**src/rtl/gate_pair_checker_pkg.sv**
```systemverilog
// Purpose: shared types and constants for the gate-pair stimulus/response checker.
// Latency: none (declarations only).
// Backpressure: none.
package gate_pair_checker_pkg;

    // Checker sequencing states
    typedef enum logic [2:0] {
        IDLE   = 3'd0,
        DRIVE  = 3'd1,
        WAIT   = 3'd2,
        CHECK  = 3'd3,
        FINISH = 3'd4
    } state_t;

    localparam int         ERR_W   = 8;
    localparam logic [7:0] ERR_MAX = 8'd255;

    // Settle counter width; holds SETTLE values up to 15
    localparam int CNT_W = 4;

endpackage

```
**src/rtl/gpc_pattern_gen.sv**
```systemverilog
// Purpose: pattern index register and settle-wait counter for the gate-pair checker.
// Latency: index and counter update one cycle after clear/step/load.
// Backpressure: none; the controlling FSM decides when to step or load.
module gpc_pattern_gen
    import gate_pair_checker_pkg::*;
#(
    parameter int W      = 2,
    parameter int SETTLE = 1
) (
    input  logic           clk,
    input  logic           rst_n,
    input  logic           clear,
    input  logic           step,
    input  logic           load,
    output logic [2*W-1:0] idx,
    output logic           last,
    output logic           settled
);

    localparam logic [2*W-1:0]   IDX_ONE    = 1;
    localparam logic [CNT_W-1:0] SETTLE_VAL = CNT_W'(SETTLE);
    localparam logic [CNT_W-1:0] CNT_ONE    = 1;

    logic [CNT_W-1:0] wait_cnt;

    // Pattern index: cleared at run start, advanced after each non-final check
    always_ff @(posedge clk or negedge rst_n) begin
        if (!rst_n) begin
            idx <= '0;
        end else if (clear) begin
            idx <= '0;
        end else if (step) begin
            idx <= idx + IDX_ONE;
        end
    end

    // Settle counter: loaded on drive, counts down and parks at 1
    always_ff @(posedge clk or negedge rst_n) begin
        if (!rst_n) begin
            wait_cnt <= '0;
        end else if (load) begin
            wait_cnt <= SETTLE_VAL;
        end else if (wait_cnt > CNT_ONE) begin
            wait_cnt <= wait_cnt - CNT_ONE;
        end
    end

    assign last    = &idx;
    assign settled = (wait_cnt == CNT_ONE);

endmodule

```
**config.mk**
```make
export PLATFORM = sky130hd
export DESIGN_NAME = gpc_pattern_gen
export DESIGN_NICKNAME = d
export VERILOG_FILES = /design/src/rtl/gate_pair_checker_pkg.sv /design/src/rtl/gpc_pattern_gen.sv
export SDC_FILE = /design/constraint.sdc
export NUM_CORES = 1
export LEC_CHECK = 0
export ABC_AREA = 1
export CAP_MARGIN = 0
export CORE_AREA = 2 2 39 41
export CTS_BUF_LIST = sky130_fd_sc_hd__clkbuf_4 sky130_fd_sc_hd__clkbuf_8
export DETAILED_ROUTE_END_ITERATION = 7
export DIE_AREA = 0 0 41 43
export GPL_TIMING_DRIVEN = 0
export PLACE_DENSITY = 0.66
export SYNTH_ARGS = -nofsm -noshare
export SYNTH_HDL_FRONTEND = slang
export SYNTH_SLANG_ARGS = --single-unit
```
**constraint.sdc**
```tcl
create_clock -name clk -period 2.2 [get_ports clk]
set_input_delay 0.44 -clock clk [delete_from_list [all_inputs] [get_ports clk]]
set_output_delay 0.44 -clock clk [all_outputs]
set_load 0.005 [all_outputs]
```
# Yosys cells after proc, flatten, opt, wreduce, memory -nomap -nowiden
# Cells that the tools add are included.
word_totals:
  mem_bits_ro: 0
  in_bits: 5
  word_cells: 13
  n_memories: 0
  ff_bits: 8
  ramBits: 0
  latch_bits: 0
op_classes:
  reduce_logical: 3
  order_cmp: 1
  muxes: 4
  n_mul: 0
  div_mod_pow: 0
  addsub: 2
  n_bitwise: 0
  n_eq_ne: 1
  shifts: 0
op_table:
  columns: ["op", "n"]
  rows:
  - ["2-to-1 mux 4 bit", 4]
  - ["adder 4 x 1 -> 4 bit, second input constant", 1]
  - ["== test 4 x 1 -> 1 bit, second input constant", 1]
  - ["greater-than comparator 4 x 1 -> 1 bit, second input constant", 1]
  - ["AND reduction 4 bit", 1]
  - ["nonzero test 2 bit", 2]
  - ["subtractor 4 x 1 -> 4 bit, second input constant", 1]

# Longest topological paths before layout
# Gate-level depths: netlist of the first run.
depth:
  ltp_word: 3
  mapped_depth: 7
  depth_no_buf: 7

# Worst setup path before layout of the first run
# No wires, ideal clock.
synth_timing:
  kind: "reg-to-output"
  startpoint: "register wait_cnt[1]"
  endpoint: "output settled"
  arrival_time_ps: 783
  stages_incl_launch_ff: 4
  path_slack_ps: 977
  path_cell_list: "dfrtp_1 -> inv_1 -> ha_1 -> nor3b_1"
synth_via:
  elab_chain_cells: 1
synth_rtl:
  columns: ["item", "line_no", "text"]
  rows:
  - ["from (decl)", "gpc_pattern_gen.sv:24", "logic [CNT_W-1:0] wait_cnt;"]
  - ["from (signal assigned)", "gpc_pattern_gen.sv:44", "wait_cnt <= wait_cnt - CNT_ONE;"]
  - ["== test 4 x 1 -> 1 bit", "gpc_pattern_gen.sv:49", "assign settled = (wait_cnt == CNT_ONE);"]
  - ["to (decl)", "gpc_pattern_gen.sv:17", "output logic settled"]
# No other way between the ends.

# Worst setup path in the final report of the first run
# Same ends and word-level chain as after synthesis.

==> run_results.csv, run 1 <==
group,metric,value,unit
outcome,outcome,"completed",
drt,routed_wl,804,um
layout,multiInputGateArea,213,sq um
clock_tree,clk_latency,0.26,ns
logic_synthesis,synth-edff-count,0,
logic_synthesis,syn_nets,64,
clock_tree,cts_tree,"built",
critical_path,worstSetupEndpointType,"primary output",
die,start_util,32.3,%
logic_synthesis,yosys.area.top_type,"dfrtp_1",
sta,setup_slack,0.200,ns
logic_synthesis,synthArstFlopShare,100,%
power_and_ir_drop,p_leak,0.289,nW
power_and_ir_drop,ir_drop,0.389,mV
clock_tree,clockBufferDepth,2,
logic_synthesis,synth_commonest_cells,"nand2_1, dfrtp_1, inv_1, nor2_1, nand3_1",
clock_tree,cts_resized,0,
sta,worst_slew_pin_slew,0.341,ns
sta,clock_skew,0.00621,ns
die,coreArea,1380,sq um
drt,first_pass_iters,4,
logic_synthesis,synth_cell_types,15,
global_route,overflow,0,
sta,fin_setup_tns,0,ns
global_route,grt_pass1_vias,367,
global_route,grt_usage,12.5,%
logic_synthesis,netlist.area_leader.share,44.8,%
power_and_ir_drop,p_per_area,1010,nW/um^2
critical_path,r2r_cells,7,
sta,setup_viol,0,
global_route,use_met3,3.14,%
global_route,grt_max_degree,9,
placement,io_buffers,10,
clock_tree,clk_transition_reported_paths,0.06,ns
critical_path,start_kind,"register",
sta,min_period,2.00,ns
logic_synthesis,synth_area_per_cell,7.98,sq um
layout,diodes,0,
placement,dp_hpwl,637,um
die,io_pins,11,
drt,drt-vias-per-instance,4.71,
sta,period_share,90.9,%
sta,fmax,500,MHz
layout,drive_gt1_share,14.5,%
drt,drt_iter0_drc,2,
sta,slew_headroom,77.2,%
logic_synthesis,synth_cells,56,
clock_tree,cts-buffers-inserted,3,
drt,vias,400,
logic_synthesis,netlist_area,447,sq um
logic_synthesis,yosysMostFrequentCell,"nand2_1",
logic_synthesis,ys.warnings.count,0,
global_route,busiest_layer,"met2",
critical_path,r2r_start,"wait_cnt[0]",
layout,finalNonFillerCells,85,
global_route,antenna_found_initial,0,
clock_tree,clock-sinks,8,
placement,place.gp.congestion,0.714,
logic_synthesis,synth_ff_type,"dfrtp_1",
global_route,grt_first_pass_wirelength,1460,um
drt,drc,0,
critical_path,crit_start,"wait_cnt[1]",
layout,regArea,200,sq um
hold_path,hold_path.class,"primary input to async pin",
placement,place_ws,0.451,ns
layout,nets,79,
global_route,grtUsageMet1,14.7,%
flow_run,drv_cap,0,
die,dieHeight,43,um
layout,fillers,147,
clock_tree,cts_max_level,1,
clock_tree,hold_buffers,0,
die,dieArea,1760,sq um
drt,wire_per_inst,9.46,um
clock_tree,root_buffer,"clkbuf_4",
drt,ant_nets,0,
die,die_w,41,um
layout,syn2layout_area_growth,31.9,%
critical_path,critPathRequiredTime,1.76,ns
sta,hold_violations,0,
critical_path,timing.critical_path.fanout_max,3,
critical_path,worstPathArrival,1.56,ns
sta,final-max-slew-violation-count,0,
placement,place_inst,82,
logic_synthesis,seq_area_frac_synth,44.8,%
clock_tree,post-cts-setup-buffer-count,0,
critical_path,path_class,"register to primary output",
logic_synthesis,ys_ff_latch,8,
die,num_rows,14,
logic_synthesis,synthTopCellsByArea,"dfrtp_1, ha_1, nand2_1",
sta,rsz0062_at_grt,"false",
global_route,met2_usage,19.1,%
[sequential cells by signal (all words and copies together) (netlist names)]
| register | flops |
|---|---|
| wait_cnt | 4 |
| idx | 4 |
[area by class of cell]
cell class | count | area share [%]
clock buffers | 3 | 3.82
inverters | 9 | 5.73
well taps | 16 | 3.40
repair buffers | 10 | 17.0
multi-input cells | 39 | 36.1
flip-flops and latches | 8 | 34.0
[final timing paths]
check	endpoint	slack, ns
worst max-delay path	settled	0.20
worst min-delay path	idx[1]	0.45
worst max register to register	wait_cnt[1]	0.92
worst min register to register	idx[1]	0.55
max in group asynchronous	idx[0]	1.50
min in group clk	idx[1]	0.55
[worst max-delay path: stages, from the launching register on]
cell and delay (ns):
dfrtp_1 0.39, inv_1 0.08, ha_1 0.14, nor3b_1 0.17
clkdlybuf4s50_1 0.52
[metal layers]
layer	vias up	routed length, um
met2	12	371
met5	-	0
li1	203	-
met1	183	358
met3	2	46
met4	0	26
[through the flow]
stage	cell area (sq um)	total power, W	hold slack [ns]	util [%]
global route	589	0.000660	0.492	42.6
floorplan	447	0.000388	0.144	-
finish	589	0.000595	0.448	42.6
detailed placement	567	0.000486	0.540	41.0
global placement	567	0.000480	0.511	41.0
CTS	589	0.000603	0.463	42.6
[cell families after synthesis]
| family | count (synthesis) | share of synthesized area [%] |
|---|---|---|
| buffers and inverters | 9 | 7.56 |
| AO/OA/AOI/OAI | 4 | 5.04 |
| flip-flops | 8 | 44.8 |
| AND/OR/NAND/NOR | 31 | 32.2 |
| adder cells (fa/ha/maj) | 3 | 8.40 |
| XOR/XNOR | 1 | 1.96 |
[placed cells by master, fill, tap and decap left out]
cell type        Yosys  layout
inv_2                2       2
ha_1                 3       3
nand2_2              1       1
xnor2_1              1       1
a21oi_1              3       3
a211oi_1             1       1
nor3b_1              1       1
nand3_1              6       6
dfrtp_1              8       8
or2_1                1       1
nor2_2               4       4
nor2_1               7       7
clkbuf_4             0       3
inv_1                7       7
nor3_1               1       1
nand2_1             10      10
clkdlybuf4s50_1      0      10
[where the power goes]
| group | switching (W) | internal, W |
|---|---|---|
| Clock | 0.0000521 | 0.0000626 |
| Sequential | 0.0000368 | 0.000182 |
| Combinational | 0.000130 | 0.000132 |
| Total | 0.000219 | 0.000377 |
(Power assumes the default switching activity.)
==> inputs of run 2 (changes only) <==
--- a/config.mk
+++ b/config.mk
@@ -8,11 +8,12 @@
 export ABC_AREA = 1
 export CAP_MARGIN = 0
 export CORE_AREA = 2 2 39 41
-export CTS_BUF_LIST = sky130_fd_sc_hd__clkbuf_4 sky130_fd_sc_hd__clkbuf_8
 export DETAILED_ROUTE_END_ITERATION = 7
 export DIE_AREA = 0 0 41 43
 export GPL_TIMING_DRIVEN = 0
 export PLACE_DENSITY = 0.66
+export RECOVER_POWER = 50
+export SLEW_MARGIN = 10
 export SYNTH_ARGS = -nofsm -noshare
 export SYNTH_HDL_FRONTEND = slang
 export SYNTH_SLANG_ARGS = --single-unit
==> run 2 against run 1 <==
Worst setup slack better by 0.0011 ns. Wire length is 0.12% lower. Register-to-register slack worse by 0.02 ns. Clock skew hardly changed. Non-clock buffer count stayed put. First-iteration DRC count stayed put. Sequential cell count stayed put. Fmax hardly changed. Utilization stayed put. Count of clock-buffer cells in the layout stayed put. Worst hold slack better by 0.071 ns.
==> run_results.csv, run 2 (synthesis results as in run 1) <==
group,metric,value,unit
sta,worst_slew_pin_slew,0.347,ns
sta,final-max-slew-violation-count,0,
die,die_w,41,um
critical_path,r2r_cells,7,
global_route,overflow,0,
hold_path,hold_path.class,"primary input to async pin",
placement,place_inst,82,
drt,wire_per_inst,9.45,um
die,dieHeight,43,um
sta,clock_skew,0.00635,ns
placement,dp_hpwl,637,um
critical_path,start_kind,"register",
critical_path,critPathRequiredTime,1.76,ns
drt,vias,399,
layout,nets,79,
die,start_util,32.3,%
drt,first_pass_iters,4,
power_and_ir_drop,total_power,0.000593,W
sta,min_period,2.00,ns
drt,routed_wl,803,um
power_and_ir_drop,p_leak,0.292,nW
critical_path,timing.critical_path.fanout_max,3,
clock_tree,cts_resized,0,
layout,top_regs,"idx (4), wait_cnt (4)",
power_and_ir_drop,ir_drop,0.383,mV
global_route,grt_usage,12.5,%
clock_tree,clock-sinks,8,
power_and_ir_drop,p_per_area,1010,nW/um^2
sta,rsz0062_at_grt,"false",
drt,drt_iter0_drc,2,
drt,drt-vias-per-instance,4.69,
clock_tree,cts_tree,"built",
sta,hold_violations,0,
clock_tree,post-cts-setup-buffer-count,0,
sta,slew_headroom,76.8,%
critical_path,worstSetupEndpointType,"primary output",
global_route,antenna_found_initial,0,
die,coreArea,1380,sq um
layout,mostFrequentLayoutCells,"nand2_1, inv_1, dfrtp_1, clkdlybuf4s50_1, nor2_1",
flow_run,drv_cap,0,
placement,place.gp.congestion,0.714,
layout,drive_gt1_share,13.0,%
die,dieArea,1760,sq um
sta,fin_setup_tns,0,ns
clock_tree,clockBufferDepth,2,
layout,final_common_cell,"nand2_1",
global_route,grt_max_degree,9,
die,num_rows,14,
clock_tree,cts-buffers-inserted,3,
clock_tree,clk_transition_reported_paths,0.06,ns
clock_tree,cts_max_level,1,
clock_tree,hold_buffers,0,
global_route,grt_pass1_vias,367,
sta,setup_viol,0,
placement,io_buffers,10,
clock_tree,root_buffer,"clkbuf_4",
sta,period_share,90.9,%
critical_path,path_class,"register to primary output",
drt,drc,0,
sta,fmax,500,MHz
outcome,outcome,"completed",
clock_tree,clk_latency,0.26,ns
layout,diodes,0,
die,io_pins,11,
critical_path,worstPathArrival,1.56,ns
layout,finalNonFillerCells,85,
global_route,grt_first_pass_wirelength,1460,um
drt,ant_nets,0,
layout,syn2layout_area_growth,31.9,%
-- run 2: where the power goes --
group	total, W	internal (W)	leakage [nW]	switching [W]
registers	0.000217	0.000182	0.104	0.0000355
logic	0.000261	0.000131	0.173	0.000130
clock network	0.000115	0.0000626	0.0138	0.0000522
total	0.000593	0.000375	0.292	0.000218
-- run 2: final timing paths --
check                       startpoint          end  slack, ns
max                        wait_cnt[1]      settled       0.20
min                              rst_n       idx[1]       0.52
max reg2reg                wait_cnt[0]  wait_cnt[1]       0.90
min reg2reg                     idx[1]       idx[1]       0.55
max in group asynchronous        rst_n       idx[0]       1.42
min in group clk                idx[1]       idx[1]       0.55
-- run 2: per-layer routing --
metal	vias to the layer above	GRT usage [%]	share of wire, %
met4	0	8.00	3.2
met2	12	19.1	46
met3	2	3.14	5.7
met1	182	14.7	45
met5	-	0	0
li1	203	-	-
-- run 2: area by class of cell --
type | instances | area [sq um]
inverters | 9 | 33.8
well taps | 16 | 20.0
multi-input cells | 39 | 213
flip-flops and latches | 8 | 200
fillers | 147 | 795
clock buffers | 3 | 22.5
repair buffers | 10 | 100
-- run 2: worst max-delay path: stages (launching register included) --
cell             delay (ns)
dfrtp_1                0.39
inv_1                  0.08
ha_1                   0.14
nor3b_1                0.17
clkdlybuf4s50_1        0.52
-- run 2: per-stage QoR --
stage	setup slack (ns)	hold slack, ns	util, %	area, sq um
2_1_floorplan	0.977	0.144	-	447
3_3_place_gp	0.472	0.511	41.0	567
3_5_place_dp	0.451	0.540	41.0	567
4_1_cts	0.169	0.463	42.6	589
5_1_grt	0.0792	0.562	42.6	589
6_report	0.201	0.519	42.6	589
==> inputs of run 3 (changes only) <==
--- a/config.mk
+++ b/config.mk
@@ -5,13 +5,11 @@
 export SDC_FILE = /design/constraint.sdc
 export NUM_CORES = 1
 export LEC_CHECK = 0
-export ABC_AREA = 1
-export CAP_MARGIN = 0
 export CORE_AREA = 2 2 39 41
 export DETAILED_ROUTE_END_ITERATION = 7
 export DIE_AREA = 0 0 41 43
 export GPL_TIMING_DRIVEN = 0
-export PLACE_DENSITY = 0.66
+export PLACE_DENSITY = 0.63
 export RECOVER_POWER = 50
 export SLEW_MARGIN = 10
 export SYNTH_ARGS = -nofsm -noshare
==> run 3 against run 2 <==
Utilization decreased by 2.7 points. Synthesized cell count decreased by 30%. Global-route usage decreased by 2.0 points. Cell count decreased by 20%. Wire length decreased by 14%. Critical path type unchanged. Largest cell class unchanged.
==> run_results.csv, run 3 <==
group,metric,value,unit
drt,drt-vias-per-instance,4.54,
critical_path,crit-reg2reg-capture,"wait_cnt[1]",
clock_tree,hold_buffers,0,
critical_path,critPathBufInv,2,
layout,top_regs,"idx (4), wait_cnt (4)",
logic_synthesis,synth_ff_type,"dfrtp_1",
critical_path,critPathRequiredTime,1.76,ns
critical_path,critical-path-top-delay-family,"buffers and inverters",
clock_tree,clockBufferDepth,2,
drt,ant_nets,0,
critical_path,start_kind,"register",
sta,fmax,486,MHz
sta,slew_headroom,75.8,%
placement,io_buffers,10,
layout,nets,62,
layout,final_util,39.9,%
sta,final-max-slew-violation-count,0,
layout,mostFrequentLayoutCells,"nor2_1, dfrtp_1, clkdlybuf4s50_1",
logic_synthesis,netlist_area,409,sq um
logic_synthesis,netlist.area_leader.share,48.9,%
power_and_ir_drop,netSwitchingPower,0.000136,W
clock_tree,clock-sinks,8,
placement,dp_hpwl,581,um
layout,finalNonFillerCells,68,
drt,first_pass_iters,3,
drt,wire_per_inst,10.1,um
sta,fin_setup_tns,0,ns
power_and_ir_drop,sw_frac_of_total,29.2,%
logic_synthesis,synth_cells,39,
critical_path,worstPathArrival,1.62,ns
outcome,outcome,"completed",
logic_synthesis,synthTopCellsByArea,"dfrtp_1, ha_1, nor2_1",
global_route,grt_first_pass_wirelength,1200,um
sta,period_share,93.6,%
die,start_util,29.6,%
power_and_ir_drop,power_frac_seq,41.1,%
sta,hold_ws,0.544,ns
global_route,antenna_found_initial,0,
die,coreArea,1380,sq um
clock_tree,root_buffer,"clkbuf_4",
critical_path,worstSetupEndpointType,"primary output",
drt,drc,0,
logic_synthesis,synth_area_per_cell,10.5,sq um
logic_synthesis,synth_commonest_cells,"nor2_1, dfrtp_1, ha_1, mux2i_1",
sta,rsz0062_at_grt,"false",
critical_path,cp_slowest_cell,"clkdlybuf4s50_1",
clock_tree,cts_tree,"built",
die,io_pins,11,
clock_tree,post-cts-setup-buffer-count,0,
clock_tree,cts-buffers-inserted,3,
layout,syn2layout_area_growth,34.9,%
drt,routed_wl,688,um
sta,hold_violations,0,
flow_run,drv_cap,0,
power_and_ir_drop,pwr-share-clk,22.3,%
sta,setup_viol,0,
critical_path,rrSetupSlack,0.74,ns
critical_path,r2r_start,"wait_cnt[0]",
drt,drt_iter0_drc,1,
power_and_ir_drop,p_leak,0.251,nW
die,dieHeight,43,um
clock_tree,cts_max_level,1,
logic_synthesis,synthArstFlopShare,100,%
logic_synthesis,yosysMostFrequentCell,"nor2_1",
logic_synthesis,ys.warnings.count,0,
global_route,grt_max_degree,9,
drt,vias,309,
critical_path,worst-path-stages,4,
logic_synthesis,synth-edff-count,0,
critical_path,timing.critical_path.fanout_max,3,
layout,diodes,0,
critical_path,path_class,"register to primary output",
placement,place_inst,65,
power_and_ir_drop,ir_drop,0.403,mV
die,dieArea,1760,sq um
sta,clock_skew,0.000305,ns
layout,final_common_cell,"nor2_1",
critical_path,crit_chain,"inv_1 > ha_1 > nor3b_1 > clkdlybuf4s50_1",
power_and_ir_drop,internal-power,0.000328,W
layout,drive_gt1_share,9.62,%
clock_tree,clk_transition_reported_paths,0.05,ns
hold_path,hold_path.class,"primary input to async pin",
global_route,grt_pass1_vias,299,
logic_synthesis,synth_cell_types,16,
critical_path,endpoint,"settled",
die,die_w,41,um
die,num_rows,14,
critical_path,crit_path_max_incr_delay,0.53,ns
global_route,overflow,0,
clock_tree,cts_resized,0,
logic_synthesis,yosys.area.top_type,"dfrtp_1",
clock_tree,clk_latency,0.24,ns
logic_synthesis,ys_ff_latch,8,
placement,place.gp.congestion,0.675,
power_and_ir_drop,p_per_area,841,nW/um^2
logic_synthesis,seq_area_frac_synth,48.9,%
critical_path,crit_start,"wait_cnt[1]",
sta,min_period,2.06,ns
power_and_ir_drop,pwr-share-comb,36.6,%
sta,worst_slew_pin_slew,0.361,ns
critical_path,r2r_cells,5,
logic_synthesis,syn_nets,47,
layout,fillers,153,
global_route,grt_usage,10.5,%
-- run 3: cell type report --
cell class                      instances  area [sq um]  share of cell area [%]
Multi-Input combinational cell         29           201                    36.5
Clock buffer                            3          22.5                    4.08
Tap cell                               16          20.0                    3.63
Timing Repair Buffer                   10           100                    18.1
Sequential cell                         8           200                    36.3
Inverter                                2          7.51                    1.36
-- run 3: stage by stage --
step	setup WS, ns	instance area (sq um)	total power, W
after CTS	0.112	552	0.000477
after global placement	0.412	529	0.000360
final	0.142	552	0.000464
after floorplan	0.863	409	0.000300
after detailed placement	0.398	529	0.000367
after global routing	0.0179	552	0.000510
-- run 3: cell families (layout without fill, tap and decap cells) --
family          count (synthesis)  count (layout)  share of synthesized area (%)
compound gates                  1               1                           1.84
xor+xnor                        3               3                           6.42
fa+ha+maj                       3               3                           9.18
buf+inv                         2              15                           1.84
flops                           8               8                           48.9
mux                             4               4                           10.1
simple gates                   18              18                           21.7
-- run 3: layer usage --
layer	wire [um]	track usage, %
met5	0	0
met4	0	8.00
met3	49	3.14
met2	352	15.0
met1	286	12.5
-- run 3: worst min-delay path by stage --
| stage | startpoint | end | slack, ns | cells past startpoint |
|---|---|---|---|---|
| detailed placement | idx[1] | idx[1] | 0.57 | 2 |
| global route | rst_n | wait_cnt[2] | 0.57 | 1 |
| floorplan | rst_n | idx[0] | 0.14 | 0 |
| CTS | rst_n | wait_cnt[3] | 0.48 | 1 |
| global placement | idx[3] | idx[3] | 0.55 | 2 |
| finish | rst_n | wait_cnt[2] | 0.54 | 1 |
-- run 3: power groups by stage --
stage / Sequential (W) / Combinational (W) / Clock (W)
after floorplan: 0.000187 / 0.000113 / 0
after global routing: 0.000194 / 0.000190 / 0.000125
after CTS: 0.000191 / 0.000174 / 0.000112
after detailed placement: 0.000192 / 0.000174 / 0
final: 0.000191 / 0.000170 / 0.000104
after global placement: 0.000192 / 0.000168 / 0
-- run 3: worst register-to-register path: stages (launching register included) --
cell,delay [ns]
dfrtp_1,0.42
inv_1,0.09
ha_1,0.21
nor2_1,0.08
or3_4,0.33
a211oi_1,0.24
==> RTL change 1, RTL diff (settings of run 2) <==
Make the reset (`rst_n`) synchronous in 2 clocked blocks.
--- a/src/rtl/gpc_pattern_gen.sv
+++ b/src/rtl/gpc_pattern_gen.sv
@@ -24,7 +24,7 @@
     logic [CNT_W-1:0] wait_cnt;
 
     // Pattern index: cleared at run start, advanced after each non-final check
-    always_ff @(posedge clk or negedge rst_n) begin
+    always_ff @(posedge clk) begin
         if (!rst_n) begin
             idx <= '0;
         end else if (clear) begin
@@ -35,7 +35,7 @@
     end
 
     // Settle counter: loaded on drive, counts down and parks at 1
-    always_ff @(posedge clk or negedge rst_n) begin
+    always_ff @(posedge clk) begin
         if (!rst_n) begin
             wait_cnt <= '0;
         end else if (load) begin
Behaviour: differs if rst_n is asserted again (counterexample within 4 cycles, from zero or initial values and one cycle with rst_n low); with rst_n held inactive, the same outputs for 10 cycles.
==> RTL change 1 against run 2 <==
- via count shrank 11%
- synthesized cell count shrank 1.8%
- area after synthesis shrank 9.0%
- wire length shrank 13%
- sequential share of layout area shrank 4.6 points
- count of clock-buffer cells in the layout is the same
- cell area shrank 7.4%
- sequential cell count is the same
- die area is the same
- setup slack gained 26 ps
Power is not compared: it rests on default switching activity, and its combinational part moved more than twofold at a synthesized area within 25%.
==> RTL change 1: results (changes against run 2) <==
| Metric | Value |
|---|---|
| Seq/Total Area, Yosys | 39.38% (-5.4 points) |
| CP endpoint | settled |
| Placed Area | 526.8 um^2 (-7.1%) |
| Synth Area in XOR/XNOR | 4.308% (+2.3 points) |
| Max FO, Critical Path | 4 (+1) |
| Global placer's final weighted congestion | 0.7076 (-0.85%) |
| Root buffer cell | clkbuf_4 |
| Clock Latency Late Sink | 250 ps |
| Most frequent cells after synthesis | nor2_1 (11), inv_1 (9), nand2_1 (9) |
| Met3 usage in global routing | 4.712% (+1.6 points) |
| FILL cells | 150 (+2.0%) |
| Post-synthesis adder-cell area fraction | 9.231% (+0.83 points) |
| Top cells by area, synth | dfxtp_1 (39%), nor2_1 (10%), ha_1 (9.2%) |
| Routed vias | 356 (-11%) |
| Status | finished, final reports clean |
| Met1 GRT Util | 12.54% (-2.1 points) |
| First-pass GRT wire length | 1221 um (-16%) |
| Drt first-iter violations | 3 (+1) |
| R2r startpoint | wait_cnt[0]$_SDFFE_PN0P_ |
| Reg2reg end | wait_cnt[3]$_SDFFE_PP0N_ |
| Vias in the first global route | 328 (-11%) |
| R2R Setup Slk | 730 ps (-170 ps) |
| Total GRT Usage | 10.94% (-1.5 points) |
| Asr flop ratio synth | 0% (-100 points) |
| Ys flop type | dfxtp_1 |
| Post-DP HPWL | 549.4 um (-14%) |
| Post-Route WL | 702 um (-13%) |
| Met2 GRT Util | 14.37% (-4.7 points) |
| Layout cells sized above 1 | 8.824% (-4.2 points) |
| Worst reg-to-reg path cell count | 5 (-2) |
| Final Net Count | 78 (-1.3%) |
| HP Class | flip-flop to flip-flop |
| Synth unique cells | 17 (+2) |
| Mux contribution to synthesized area | 0% (unchanged) |
| Relative slew slack | 66.60% (-10 points) |
| Setup bufs post-CTS | 0 (unchanged) |
| Syn Nets | 63 (-1.6%) |
| Synth Area in Compound Gates | 7.692% (+2.7 points) |
| CP arrival | 1530 ps (-30 ps) |
| Clk_skew | 5.589 ps (-0.7558 ps) |
| Clock slew at reported path FFs | 50 ps |
| Largest net degree at the start of global routing | 5 (-4) |
[RTL change 1: changes by cell type after synthesis, moves of 3 or more]
| cell | delta |
|---|---|
| dfrtp_1 | -8 |
| dfxtp_1 | +8 |
| nor2_1 | +4 |
| nand3_1 | -4 |
| nor2_2 | -3 |
[RTL change 1: per-stage QoR]
step / total power, W / cells / setup slack [ps]
2_1_floorplan: 0.0002214 / 55 / 978.0
3_5_place_dp: 0.0002474 / 81 / 458.5
5_1_grt: 0.0003748 / 84 / 91.43
3_3_place_gp: 0.0002472 / 81 / 461.1
6_report: 0.0003463 / 84 / 226.4
4_1_cts: 0.0003582 / 84 / 175.2
[RTL change 1: cell families (layout without fill, tap and decap cells)]
| family | Yosys count | after routing |
|---|---|---|
| fa+ha+maj | 3 | 3 |
| buf+inv | 9 | 22 |
| compound gates | 5 | 5 |
| flops | 8 | 8 |
| simple gates | 28 | 28 |
| xor+xnor | 2 | 2 |
[RTL change 1: metal layers]
layer  vias up  wire length, um
met5         -                0
met4         0               12
met3         2               56
met2         9              300
met1       145              333
li1        200                -
[RTL change 1: worst max-delay path, delay by kind of cell (launching register included)]
family / cells / cell delay, ps
buffers and inverters: 1 / 520
flip-flops: 1 / 390
adder cells (fa/ha/maj): 1 / 200
AND/OR/NAND/NOR: 1 / 180
[RTL change 1: power by group through the flow]
stage	Sequential [W]	Clock, W	Combinational (W)
finish	0.000163	0.000107	0.0000765
CTS	0.000163	0.000113	0.0000821
detailed placement	0.000166	0	0.0000811
global route	0.000164	0.000121	0.0000892
floorplan	0.000165	0	0.0000565
global placement	0.000166	0	0.0000810
[RTL change 1: how the worst min path moves through the flow]
stage | to | slack [ps] | cells past startpoint
6_report | idx[1]$_SDFFE_PP0P_ | 500 | 2
4_1_cts | idx[1]$_SDFFE_PP0P_ | 500 | 2
5_1_grt | idx[1]$_SDFFE_PP0P_ | 520 | 2
3_5_place_dp | idx[1]$_SDFFE_PP0P_ | 480 | 2
2_1_floorplan | idx[1]$_SDFFE_PP0P_ | 480 | 2
3_3_place_gp | idx[1]$_SDFFE_PP0P_ | 500 | 2
[RTL change 1: final cells by class]
| type | count | area share (%) |
|---|---|---|
| clock buffers | 3 | 4.128 |
| inverters | 9 | 6.193 |
| multi-input cells | 38 | 38.30 |
| flip-flops and latches | 8 | 29.36 |
| well taps | 16 | 3.670 |
| repair buffers | 10 | 18.35 |
==> RTL change 2, RTL diff (settings of run 2) <==
Without the edit above. The package constant `CNT_W` goes from 4 to 6.
--- a/src/rtl/gate_pair_checker_pkg.sv
+++ b/src/rtl/gate_pair_checker_pkg.sv
@@ -16,7 +16,7 @@
     localparam logic [7:0] ERR_MAX = 8'd255;
 
     // Settle counter width; holds SETTLE values up to 15
-    localparam int CNT_W = 4;
+    localparam int CNT_W = 6;
 
 endpackage
 
Function: no difference found for any inputs over 10 cycles, from zero or initial values and one cycle with rst_n low; that may be too few to reach the edited logic, so the function may still have changed.
==> RTL change 2 against run 2 <==
- sequential cell count is 2 higher
- first-iteration DRC count grew to 3.0 times the old value
- count of clock-buffer cells in the layout stayed put
- total power is 63% higher
- sequential share of layout area hardly changed
- die area stayed put
- area after synthesis is 33% higher
- setup slack better by 17 ps
- cell area is 25% higher
- wire length is 34% higher
==> RTL change 2: results (changes against run 2) <==
| Metric | Value |
|---|---|
| P_sw | 0.0004174 W (+92%) |
| Inst Count DP | 102 (+24%) |
| Syn Nets | 84 (+31%) |
| Clk_skew | 0.9007 ps (-5.444 ps) |
| Post-DP HPWL | 870.1 um (+37%) |
| Final worst setup slack | 217.5 ps (+16.75 ps) |
| Hold_ws | 540.0 ps (+21.17 ps) |
| Dpl ws | 479.9 ps (+29.29 ps) |
| Total GRT Usage | 16.27% (+3.8 points) |
| Largest registers | wait_cnt (6), idx (4) |
| Post-synthesis adder-cell area fraction | 6.329% (-2.1 points) |
| Global placer's final weighted congestion | 0.6979 (-2.2%) |
| R2R Setup Slk | 870 ps (-30 ps) |
| Layout cells sized above 1 | 12.36% (-0.68 points) |
| Status | finished, final reports clean |
| Top cells by area, synth | dfrtp_1 (42%), inv_1 (8.9%), nand2_1 (8.2%) |
| Routed vias/inst | 4.800 (+2.3%) |
| CP arrival | 1540 ps (-20 ps) |
| Cell count after synthesis | 76 (+36%) |
| P_seq | 0.000325 W (+50%) |
| Drt first-iter violations | 6 (+4) |
| Placed Area | 713.2 um^2 (+26%) |
| Synthesis-to-layout area growth | 24.05% |
| FILL cells | 136 (-7.5%) |
| Final Net Count | 99 (+25%) |
| Total chip power | 0.0009637 W (+63%) |
| Most frequent cells after synthesis | inv_1 (14), nand2_1 (13), nor2_1 (11) |
| Reg2reg end | wait_cnt[0]$_DFFE_PN0P_ |
| Routed vias | 504 (+26%) |
==> RTL change 2: changes by cell type after synthesis, moves of 2 or more <==
cell / delta
o21ai_0: +2
nand2_2: +2
inv_2: -2
a21oi_1: +3
nor2_2: -2
nor2_4: +2
nand2_1: +3
inv_1: +7
dfrtp_1: +2
nor2_1: +4
==> RTL change 2: tightest hold or removal path, stage by stage (launching register included) <==
cell and delay (ps):
dfrtp_1 360, nor2_1 50, nor2_1 90
==> RTL change 2: area by class of cell <==
type | instances | area share, %
Sequential cell | 10 | 34.01
Clock buffer | 3 | 3.061
Multi-Input combinational cell | 52 | 39.46
Timing Repair Buffer | 10 | 13.61
Tap cell | 16 | 2.721
Inverter | 14 | 7.143
==> RTL change 2: routing by layer <==
metal,vias to the layer above,share of wire (%)
li1,266,-
met1,228,46
met2,8,49
met3,2,3.5
met4,0,1.1
met5,-,0
